--- src/rtl/xedgcol_dispatch.sv ---
// Dispatch unit for the Xedgcol collision accelerator: banked edge-coordinate
// register file plus an ap_ctrl_hs start/done sequencer with a one-deep launch queue.
module xedgcol_dispatch #(
    parameter int DATA_WIDTH     = 32,
    parameter int IMM_SHIFT      = 6,
    parameter int NUM_BANKS      = 2,
    parameter int RESULT_WIDTH   = 64,
    parameter int TIMEOUT_CYCLES = 1023,
    localparam int BANK_W        = (NUM_BANKS > 1) ? $clog2(NUM_BANKS) : 1
) (
    input  logic                      clk,
    input  logic                      rst,
    input  logic                      wr_ena,
    input  logic [BANK_W-1:0]         wr_bank,
    input  logic [2:0]                wr_addr,
    input  logic [DATA_WIDTH-IMM_SHIFT-1:0] wr_imm,
    output logic                      wr_ack,
    input  logic                      start,
    input  logic [BANK_W-1:0]         start_bank,
    output logic                      busy,
    output logic                      done,
    output logic [RESULT_WIDTH-1:0]   result,
    output logic                      timeout,
    output logic                      overflow,
    output logic                      acc_start,
    input  logic                      acc_done,
    input  logic [RESULT_WIDTH-1:0]   acc_return,
    output logic [6*DATA_WIDTH-1:0]   acc_edges
);

    localparam logic [1:0] S_IDLE = 2'd0;
    localparam logic [1:0] S_RUN  = 2'd1;
    localparam logic [1:0] S_DONE = 2'd2;

    localparam int CNT_W = (TIMEOUT_CYCLES > 1) ? $clog2(TIMEOUT_CYCLES + 1) : 1;
    localparam logic [CNT_W-1:0] CNT_LAST = CNT_W'(TIMEOUT_CYCLES - 1);

    logic [1:0]              state_q, state_d;
    logic [CNT_W-1:0]        cnt_q, cnt_d;
    logic [BANK_W-1:0]       act_q, act_d;
    logic                    pend_vld_q, pend_vld_d;
    logic [BANK_W-1:0]       pend_bank_q, pend_bank_d;
    logic [RESULT_WIDTH-1:0] result_q, result_d;
    logic                    timeout_q, timeout_d;
    logic                    overflow_q, overflow_d;
    logic [DATA_WIDTH-1:0]   regs_q [NUM_BANKS][6];
    logic [DATA_WIDTH-1:0]   wdata;

    assign wdata = DATA_WIDTH'(wr_imm) << IMM_SHIFT;

    // The active bank is frozen for the whole run so the accelerator sees stable inputs.
    assign wr_ack = wr_ena && (wr_addr <= 3'd5) && (32'(wr_bank) < NUM_BANKS)
                    && !((state_q == S_RUN) && (wr_bank == act_q));

    assign busy      = (state_q != S_IDLE) || pend_vld_q;
    assign done      = (state_q == S_DONE);
    assign acc_start = (state_q == S_RUN);
    assign result    = result_q;
    assign timeout   = timeout_q;
    assign overflow  = overflow_q;

    always_comb begin
        acc_edges = '0;
        for (int k = 0; k < 6; k++) begin
            acc_edges[k*DATA_WIDTH +: DATA_WIDTH] = regs_q[act_q][k];
        end
    end

    always_comb begin
        state_d     = state_q;
        cnt_d       = cnt_q;
        act_d       = act_q;
        pend_vld_d  = pend_vld_q;
        pend_bank_d = pend_bank_q;
        result_d    = result_q;
        timeout_d   = timeout_q;
        overflow_d  = overflow_q;
        case (state_q)
            S_IDLE: begin
                // A queued launch wins; a start arriving alongside it refills the freed slot.
                if (pend_vld_q) begin
                    state_d     = S_RUN;
                    cnt_d       = '0;
                    act_d       = pend_bank_q;
                    pend_vld_d  = start;
                    pend_bank_d = start_bank;
                end else if (start) begin
                    state_d = S_RUN;
                    cnt_d   = '0;
                    act_d   = start_bank;
                end
            end
            S_RUN: begin
                cnt_d = cnt_q + CNT_W'(1);
                if (acc_done) begin
                    result_d = acc_return;
                    state_d  = S_DONE;
                end else if (cnt_q == CNT_LAST) begin
                    result_d  = '0;
                    timeout_d = 1'b1;
                    state_d   = S_DONE;
                end
            end
            S_DONE:  state_d = S_IDLE;
            default: state_d = S_IDLE;
        endcase
        if (start && (state_q != S_IDLE)) begin
            if (!pend_vld_q) begin
                pend_vld_d  = 1'b1;
                pend_bank_d = start_bank;
            end else begin
                overflow_d = 1'b1;
            end
        end
    end

    always_ff @(posedge clk) begin
        if (rst) begin
            state_q     <= S_IDLE;
            cnt_q       <= '0;
            act_q       <= '0;
            pend_vld_q  <= 1'b0;
            pend_bank_q <= '0;
            result_q    <= '0;
            timeout_q   <= 1'b0;
            overflow_q  <= 1'b0;
        end else begin
            state_q     <= state_d;
            cnt_q       <= cnt_d;
            act_q       <= act_d;
            pend_vld_q  <= pend_vld_d;
            pend_bank_q <= pend_bank_d;
            result_q    <= result_d;
            timeout_q   <= timeout_d;
            overflow_q  <= overflow_d;
        end
    end

    always_ff @(posedge clk) begin
        for (int b = 0; b < NUM_BANKS; b++) begin
            for (int k = 0; k < 6; k++) begin
                if (rst) begin
                    regs_q[b][k] <= '0;
                end else if (wr_ack && (32'(wr_bank) == b) && (32'(wr_addr) == k)) begin
                    regs_q[b][k] <= wdata;
                end
            end
        end
    end

endmodule
--- config.mk ---
export PLATFORM = sky130hd
export DESIGN_NAME = xedgcol_dispatch
export DESIGN_NICKNAME = d
export VERILOG_FILES = /design/src/rtl/xedgcol_dispatch.sv
export SDC_FILE = /design/constraint.sdc
export NUM_CORES = 1
export LEC_CHECK = 0
export CAP_MARGIN = 15
export CORE_AREA = 3 3 228 230
export DETAILED_ROUTE_END_ITERATION = 6
export DIE_AREA = 0 0 231 233
export GPL_TIMING_DRIVEN = 0
export PLACE_DENSITY_LB_ADDON = 0.05
export SYNTH_ARGS = -nofsm -noshare
export SYNTH_HDL_FRONTEND = slang
export SYNTH_SLANG_ARGS = --single-unit
--- constraint.sdc ---
create_clock -name clk -period 2.5 [get_ports clk]
set_input_delay 0.375 -clock clk [delete_from_list [all_inputs] [get_ports clk]]
set_output_delay 0.375 -clock clk [all_outputs]
set_load 0.02 [all_outputs]
==> impl_summary.log <==
[metrics] All-Layer GR Usage: 20.7%
[metrics] global-route wire length before repair: 81600 um
[metrics] PwrDens: 716 nW/um2
[metrics] Sinks on Clock Net: 394
[metrics] adder-cell share of the synthesized area: 0.151%
[metrics] worst reg-to-reg path cell count: 6
[metrics] TritonCTS buffer count: 44
[metrics] combinational family with the most area after synthesis: simple AND/OR/NAND/NOR gates
[metrics] Final Net Count: 1884
[metrics] post-route insts no fill: 2490
[metrics] number of flops mapped to enable cells by yosys: 312
[metrics] overall die height: 233 um
[metrics] simple-gate share of the synthesized area: 12.7%
[metrics] sum of overflow across all layers after global routing: 0
[metrics] Max-slew headroom: 50.8%
[metrics] RSZ-0062 raised after global routing: true
[metrics] clock transition at the register clock pins on the worst setup and hold paths after CTS: 0.06 ns
[metrics] gpl congestion: 0.768
[metrics] Worst Setup Slack, final: 0.0496 ns
[metrics] top fanout value on the critical path: 10
[metrics] Final Hold Viols: 0
[metrics] top area cells in the synthesized netlist: sky130_fd_sc_hd__edfxtp_1, sky130_fd_sc_hd__mux2_2, sky130_fd_sc_hd__dfxtp_1
[metrics] post-synthesis cell type with the largest combined area: sky130_fd_sc_hd__edfxtp_1
[metrics] DP HPWL: 40500 um
[metrics] commonest cells in the synthesized netlist: sky130_fd_sc_hd__nor2_1, sky130_fd_sc_hd__edfxtp_1, sky130_fd_sc_hd__mux2_2
[metrics] path type of the worst setup path: flop to primary output
[metrics] warnings from Yosys: 0
[metrics] WL final: 56600 um
[metrics] Final Cycle Share: 98.0%
[metrics] Setup Slack @ Placement: -1.00 ns
[metrics] count of standard-cell rows: 82
[metrics] max-cap violation count: 0
[metrics] number of distinct library cell variants in the gate-level netlist after synthesis: 46
[metrics] path category of the worst min-delay check: primary input to flop
[metrics] Post-Syn Area: 16500 um2
[metrics] initial antenna violation count: 5
[metrics] Async SR Flop Fraction: 0%
[metrics] most common cell in the netlist: sky130_fd_sc_hd__nor2_1
[metrics] insertion delay to the later sink of the worst-skew pair: 0.57 ns
[metrics] final instance area: 22700 um2
[metrics] number of setup violations in the final report: 0
[metrics] register bit count reported by yosys: 394
[metrics] overall die area: 53800 um2
[metrics] sequential fraction of the synthesis area: 66.6%
[metrics] number of vias after detailed routing: 11800
[metrics] final period demand of the worst path: 2.45 ns
[metrics] mux contribution to synthesized area: 10.9%
[metrics] worst-case clock buffer depth: 3
[metrics] antenna-violating nets left: 0
[metrics] cell area after placement: 21100 um2
[metrics] number of port buffers: 325
[metrics] count of fill cells added during filler insertion: 4834
[metrics] maximum frequency from static timing analysis: 408 MHz
[metrics] count of pins over their slew limit: 0
[metrics] layout cells sized above 1: 22.7%
[metrics] area share of the largest cell type after synthesis: 56.7%
[metrics] Compound-Gate Fraction of Synth Area: 5.23%
[metrics] drt drc: 0
[metrics] growth of design area from synthesis to finish: 37.5%
[metrics] data arrival time at the worst-slack endpoint: 2.08 ns
[metrics] maximum vdd drop: 0.000398 V
[metrics] most used flip-flop cell after synthesis: sky130_fd_sc_hd__edfxtp_1
[metrics] 1st-iter DRT viols: 686
[metrics] final worst clock skew: 0.0225 ns
[metrics] cell depth of the worst min-delay path: 3
[metrics] clock tree from TritonCTS: built
[metrics] final-layout worst hold slack: 0.357 ns
[metrics] Data required, critical path: 2.12 ns
[metrics] length of the first detailed-routing pass in iterations: 4
[metrics] H-tree depth: 2
[metrics] root buffer selected by CTS: sky130_fd_sc_hd__clkbuf_16
[metrics] critical path capture point type: primary output
[metrics] run status: finished clean
[metrics] count of pins on the block boundary: 362
[metrics] number of instances in the placed design: 2397
[metrics] largest net degree at the start of global routing: 27
[metrics] average size of a mapped cell: 12.2 um2
[metrics] final routed wire length divided by cell count: 22.7 um
[metrics] die width: 231 um
[metrics] startpoint class of the critical path: flop
[metrics] Core Area: 50100 um2
[metrics] xor and xnor area share after synthesis: 0.371%
[metrics] number of global-route vias before repair: 12000
[metrics] mean number of vias per cell: 4.75
[metrics] gate count of the mapped netlist: 1356
[metrics] worst slew pin tran: 0.735 ns
[metrics] Initial Utilization: 33.0%
[metrics] leakage power figure: 0.00830 uW
power by group:
| part | switching (uW) | leakage, uW | internal (uW) |
|---|---|---|---|
| sequential | 80.1 | 0.00388 | 7320 |
| clock | 2650 | 0.000726 | 3990 |
| combinational | 1320 | 0.00369 | 910 |
layout make-up:
type	instances	area [um2]	share of cell area (%)
Sequential cell	394	11000	48.5
Multi-Input combinational cell	874	5140	22.6
Timing Repair Buffer	344	3410	15.0
Clock buffer	58	1230	5.43
Tap cell	672	841	3.70
Buffer	121	828	3.64
Clock inverter	23	248	1.09
Inverter	3	11.3	0.0495
Antenna cell	1	2.50	0.0110
sequential cells by signal, indices dropped and copies added, names as in the netlist, named ones only:
name         flops
act_q            1
overflow         1
regs_q         312
result          64
timeout          1
cnt_q           10
state_q          2
pend_vld_q       1
pend_bank_q      1
cells by family (layout without fill, tap and decap cells):
family,count (synthesis),in the layout
buffers and inverters,124,549
and+or+nand+nor,508,508
DFF,394,394
AOI/OAI and AO/OA,160,161
muxes,160,160
adders and majority gates,2,2
xor gates and xnor gates,7,7
other,1,37
per-layer routing:
layer / share of wire [%] / vias to the layer above / wire length (um) / global-route usage [%]
met2: 50 / 410 / 28200 / 35.5
li1: - / 5508 / - / -
met5: 0.088 / - / 50 / 0
met3: 8.0 / 84 / 4500 / 5.86
met1: 40 / 5814 / 22600 / 25.7
met4: 2.3 / 8 / 1280 / 5.66
stage by stage:
stage / util (%) / power [uW] / TNS [ns]
finish: 45.4 / 16300 / 0
CTS: 45.5 / 16500 / -0.0726
detailed placement: 42.1 / 9840 / -259.01
global route: 45.4 / 16800 / -0.00120
global placement: 41.5 / 9790 / -497.09
floorplan: - / 8660 / -12.17
worst max-delay path: stages, from the launching register on:
cell,delay [ns]
sky130_fd_sc_hd__dfxtp_4,0.39
sky130_fd_sc_hd__clkbuf_16,0.17
sky130_fd_sc_hd__buf_12,0.13
sky130_fd_sc_hd__buf_12,0.15
sky130_fd_sc_hd__mux2_2,0.39
sky130_fd_sc_hd__clkdlybuf4s15_2,0.27
final timing paths:
check / startpoint / slack (ns) / endpoint
worst max-delay path: flop / 0.05 / acc_edges[134]
worst min-delay path: acc_return[35] / 0.36 / result[35]
worst max register to register: state_q[1] / 0.14 / regs_q[0][146]
worst min register to register: result[39] / 0.48 / result[39]
cells in the final DEF (no fill, tap or decap), drive strengths merged, types with 4 or more instances in the layout:
cell	instances
dlygate4sd2	97
edfxtp	312
xnor2	7
nand2	125
bufinv	5
nor3	4
nand2b	4
clkdlybuf4s50	173
nand3	6
or3	4
nor2	324
clkdlybuf4s15	33
clkbuf	105
conb	36
mux2	157
a21oi	72
dfxtp	82
nor2b	27
buf	114
clkinv	16
o21bai	12
o21ai	70
what timing repair did:
item | in CTS | in global routing
gates cloned | 1 | 0
resized for setup | 290 | 28
hold buffers | 0 | 0
setup endpoints to repair | 298 | 110
buffers inserted | 5 | 5
pin swaps | 3 | 3
Note: power is estimated with default switching activity, not from simulation.
